==> config.mk <==
export PLATFORM = sky130hd
export DESIGN_NAME = cla_adder_pipe
export DESIGN_NICKNAME = d
export VERILOG_FILES = /design/src/rtl/cla_adder_pipe.sv
export SDC_FILE = /design/constraint.sdc
export NUM_CORES = 1
export LEC_CHECK = 0
export BUFFER_PORTS_ARGS = -buffer_cell sky130_fd_sc_hd__buf_2
export CORE_MARGIN = 2
export CORE_UTILIZATION = 45
export CTS_CLUSTER_DIAMETER = 200
export DETAILED_ROUTE_END_ITERATION = 7
export PLACE_DENSITY_LB_ADDON = 0.1
export RECOVER_POWER = 25
export SYNTH_ARGS = -nofsm -noshare
export SYNTH_HDL_FRONTEND = slang
export SYNTH_SLANG_ARGS = --single-unit
==> constraint.sdc <==
create_clock -name clk -period 4.2 [get_ports clk]
set_input_delay 0.84 -clock clk [delete_from_list [all_inputs] [get_ports clk]]
set_output_delay 0.84 -clock clk [all_outputs]
set_load 0.1 [all_outputs]
==> src/rtl/cla_adder_pipe.sv <==
// Pipelined carry-lookahead adder/subtractor.
// One slice of GPS lookahead groups is resolved per stage.
module cla_adder_pipe #(
  parameter int WIDTH = 16,
  parameter int GROUP = 4,
  parameter int GPS   = 1
) (
  input  logic             clk,
  input  logic             rst,
  input  logic             in_valid,
  output logic             in_ready,
  input  logic [WIDTH-1:0] a,
  input  logic [WIDTH-1:0] b,
  input  logic             cin,
  input  logic             sub,
  output logic             out_valid,
  input  logic             out_ready,
  output logic [WIDTH-1:0] sum,
  output logic             cout,
  output logic             ovf
);

  localparam int SW  = GROUP * GPS;
  localparam int SWS = (SW < 1) ? 1 : SW;
  localparam int S   = (WIDTH / SWS < 1) ? 1 : WIDTH / SWS;
  localparam logic [WIDTH-1:0] SMASK = WIDTH'({SWS{1'b1}});

  if (GROUP < 1 || GPS < 1 || WIDTH < 1 ||
      (WIDTH % SWS) != 0) begin : g_bad_cfg
    $fatal(1, "cla_adder_pipe: illegal WIDTH/GROUP/GPS");
  end

  // Returns {carry into slice MSB, slice carry-out, slice sum}.
  // Each group is flat lookahead; groups ripple.
  function automatic logic [SWS+1:0] slice_add(
    input logic [SWS-1:0] x,
    input logic [SWS-1:0] y,
    input logic           ci
  );
    logic [SWS-1:0] g;
    logic [SWS-1:0] p;
    logic [SWS:0]   c;
    logic           t;
    logic           term;
    g = x & y;
    p = x ^ y;
    c = '0;
    c[0] = ci;
    for (int grp = 0; grp < GPS; grp++) begin
      for (int i = 0; i < GROUP; i++) begin
        t = c[grp*GROUP];
        for (int j = 0; j <= i; j++)
          t = t & p[grp*GROUP+j];
        for (int j = 0; j <= i; j++) begin
          term = g[grp*GROUP+j];
          for (int m = j + 1; m <= i; m++)
            term = term & p[grp*GROUP+m];
          t = t | term;
        end
        c[grp*GROUP+i+1] = t;
      end
    end
    return {c[SWS-1], c[SWS], p ^ c[SWS-1:0]};
  endfunction

  logic [WIDTH-1:0] w_q [S];
  logic [WIDTH-1:0] b_q [S];
  logic             c_q [S];
  logic             v_q [S];
  logic             ovf_q;

  logic [WIDTH-1:0] w_d [S];
  logic [WIDTH-1:0] b_d [S];
  logic             c_d [S];
  logic             v_d [S];
  logic             o_d [S];

  logic stall;

  assign stall     = v_q[S-1] & ~out_ready;
  assign in_ready  = ~stall;
  assign out_valid = v_q[S-1];
  assign sum       = w_q[S-1];
  assign cout      = c_q[S-1];
  assign ovf       = ovf_q;

  // w carries {unprocessed A bits, finished sum bits}.
  for (genvar k = 0; k < S; k++) begin : g_st
    logic [WIDTH-1:0] opw;
    logic             ci_s;
    logic [SWS+1:0]   r;
    if (k == 0) begin : g_in
      assign opw    = a;
      assign b_d[k] = sub ? ~b : b;
      assign ci_s   = cin ^ sub;
      assign v_d[k] = in_valid;
    end else begin : g_pipe
      assign opw    = w_q[k-1];
      assign b_d[k] = b_q[k-1];
      assign ci_s   = c_q[k-1];
      assign v_d[k] = v_q[k-1];
    end
    assign r = slice_add(opw[k*SWS +: SWS],
                         b_d[k][k*SWS +: SWS],
                         ci_s);
    assign w_d[k] = (opw & ~(SMASK << (k*SWS)))
                  | (WIDTH'(r[SWS-1:0]) << (k*SWS));
    assign c_d[k] = r[SWS];
    assign o_d[k] = r[SWS+1] ^ r[SWS];
  end

  always_ff @(posedge clk) begin
    if (rst) begin
      for (int k = 0; k < S; k++) begin
        v_q[k] <= 1'b0;
        w_q[k] <= '0;
        b_q[k] <= '0;
        c_q[k] <= 1'b0;
      end
      ovf_q <= 1'b0;
    end else if (!stall) begin
      for (int k = 0; k < S; k++) begin
        v_q[k] <= v_d[k];
        if (v_d[k]) begin
          w_q[k] <= w_d[k];
          b_q[k] <= b_d[k];
          c_q[k] <= c_d[k];
        end
      end
      if (v_d[S-1])
        ovf_q <= o_d[S-1];
    end
  end

endmodule
==> results.md <==
- Status: finished clean
- Final Skew: 0.00958 ns
- Placer Congestion: 0.701
- Max-cap violations: 0
- Resize count post-CTS: 0
- Achievable Freq: 407 MHz
- CTS tree: built
- Leakage power: 0.00221 uW
- Final Hold Vio Count: 0
- Fin crit share: 0.585
- Longest Clk Path Bufs: 2
- CTS clk-pin slew, worst paths: 0.09 ns
- Synth Warn #: 0
- Diode count: 0
- Wire length per cell: 12.3 um
- Synth Instances: 304
- Top Ports: 58
- Synthesized flop and latch total: 97
- Vias in the first global route: 2207
- Type of the worst min-delay path: reg2reg
- Min Hold Slack: 0.483 ns
- Die area: 10500 um2
- GRT overflow: 0
- Sequential cell area fraction in the yosys report: 0.667
- CP Cell Sequence: buf_2, nand2b_1, buf_2
- Final setup fails: 0
- Share of post-route cells with drive strength above 1: 0.207
- Crit path max fanout: 7
- Core area: 9330 um2
- Port-buffer cells: 57
- Crit. End Element: output pin
- Skew-Pair Late Insertion Delay: 0.35 ns
- Slowest cell on crit path: buf_2
- Remaining DRCs: 0
- Drt pass-1 iters: 4
- First-pass GRT wire length: 10300 um
- H-tree depth: 3
- Cts bufs inserted: 9
- Largest net degree at the start of global routing: 37
- Commonest non-fill, non-tap cell in the layout: edfxtp_1
- M1 WL: 2910 um
- Vert. Die Dim: 102 um
- CP most frequent cell: buf_2
- Synth Cell Area: 4350 um2
- Post-route ant nets: 0
- CP Launch Type: input port
- Initial detailed-routing violation count: 69
- PwrDens: 400 nW/um2
- Worst slack, placed: 1.55 ns
- Crit path DAT: 1.62 ns
- Syn avg cell area: 14.3 um2
- Starting Density: 0.467
- DR top layer: met4
- Initial antenna violation count: 0
- Syn nets: 366
- Final TNS setup: 0 ns
- Setup CP Type: in2out
- Drt total wl: 6060 um
- RSZ-0062 raised after global routing: false
- CP required: 3.36 ns
- Maximum VDD drop: 0.141 mV
- Slew headroom: 0.265
- Max-slew violation count: 0
- Setup Fix Bufs, Post-CTS: 0
- Cell row count: 35
- WHS Path Cells: 2
- Most frequent cells in the layout: edfxtp_1 (96), and3_1 (63), buf_2 (57)
- Area grow syn2layout: 12.1%
- Reg2Reg Depth: 5
- Root Buffer: clkbuf_8
- Metal3 WL: 265 um
- Unique masters post-synth: 24
- Fin nets: 419
- Sink Count: 97
- Via count: 2308
- Max stage delay on crit path: 0.48 ns
- Post-DP HPWL: 4290 um
- PnR worst setup slack: 1.74 ns
- GR Util All Layers: 0.130
- DR WL met2: 2760 um
- Die width: 102 um
- CTS Hold Buffers Added: 0
- Slew of the pin with the lowest slew margin: 1.10 ns
- Period minus WS final: 2.46 ns
- Via/cell ratio: 4.70
flip-flops by register name, indices dropped and copies added (netlist names):
register / count
w_q: 64
b_q: 24
c_q: 4
v_q: 4
ovf: 1
metrics by stage:
step                      cells   util  instance area, um2  total power (uW)
final                       491  0.523                4880              1950
after global routing        491  0.523                4880              2040
after CTS                   491  0.523                4880              1980
after detailed placement    475  0.504                4700              1440
after global placement      475  0.504                4700              1430
after floorplan             304      -                4350              1380
layout make-up:
type                       instances  area, um2
inverter                           8       30.0
fill                             797       4450
multi-input combinational        183       1320
timing repair buffer              58        293
clock buffer                       9        124
sequential                        97       2900
tap                              129        161
clock inverter                     7       52.6
path summary, 6_finish.rpt:
kind / start / to / slack (ns)
worst max register to register: v_q[0][3] / w_q[0][1] / 2.15
worst min-delay path: ovf / ovf / 0.48
worst min register to register: ovf / ovf / 0.48
worst max-delay path: out_ready / in_ready / 1.74
layer usage:
metal,track usage,up-vias
li1,-,1203
met1,0.171,1043
met2,0.203,53
met3,0.0260,9
met4,0.0708,0
met5,0,-
cells in the mapped netlist (all sizes together):
cell type | count | share of area
clkbuf | 8 | 0.0069
o211ai | 4 | 0.0069
inv | 8 | 0.0069
xor2 | 6 | 0.012
nand2b | 5 | 0.0072
nor2 | 30 | 0.026
dfxtp | 1 | 0.0046
o22ai | 1 | 0.0014
ha | 20 | 0.057
fa | 4 | 0.018
buf | 8 | 0.017
a21o | 4 | 0.0069
o21ai | 4 | 0.0046
nand2 | 8 | 0.0086
nor2b | 1 | 0.0032
edfxtp | 96 | 0.66
a21oi | 8 | 0.0092
xnor2 | 23 | 0.046
or2 | 1 | 0.0014
and3 | 63 | 0.091
mux2i | 1 | 0.0023
critical path: cells and delay by family:
family | cells | cell delay (ns)
buffers and inverters | 2 | 0.55
and+or+nand+nor | 1 | 0.23
report_power, final:
part           switching, uW  internal, uW
Clock                    324           219
Sequential              23.4          1130
Combinational            170          82.9
Total                    518          1440
kinds of logic after synthesis:
| kind of cell | Yosys count | synth area share |
|---|---|---|
| AND/OR/NAND/NOR | 108 | 0.137 |
| AO/OA/AOI/OAI | 21 | 0.0290 |
| XOR/XNOR | 29 | 0.0583 |
| flip-flops | 97 | 0.667 |
| multiplexers | 1 | 0.00230 |
| adder cells (fa/ha/maj) | 24 | 0.0759 |
| buffers and inverters | 24 | 0.0308 |
Note: power is estimated with default switching activity, not from simulation.
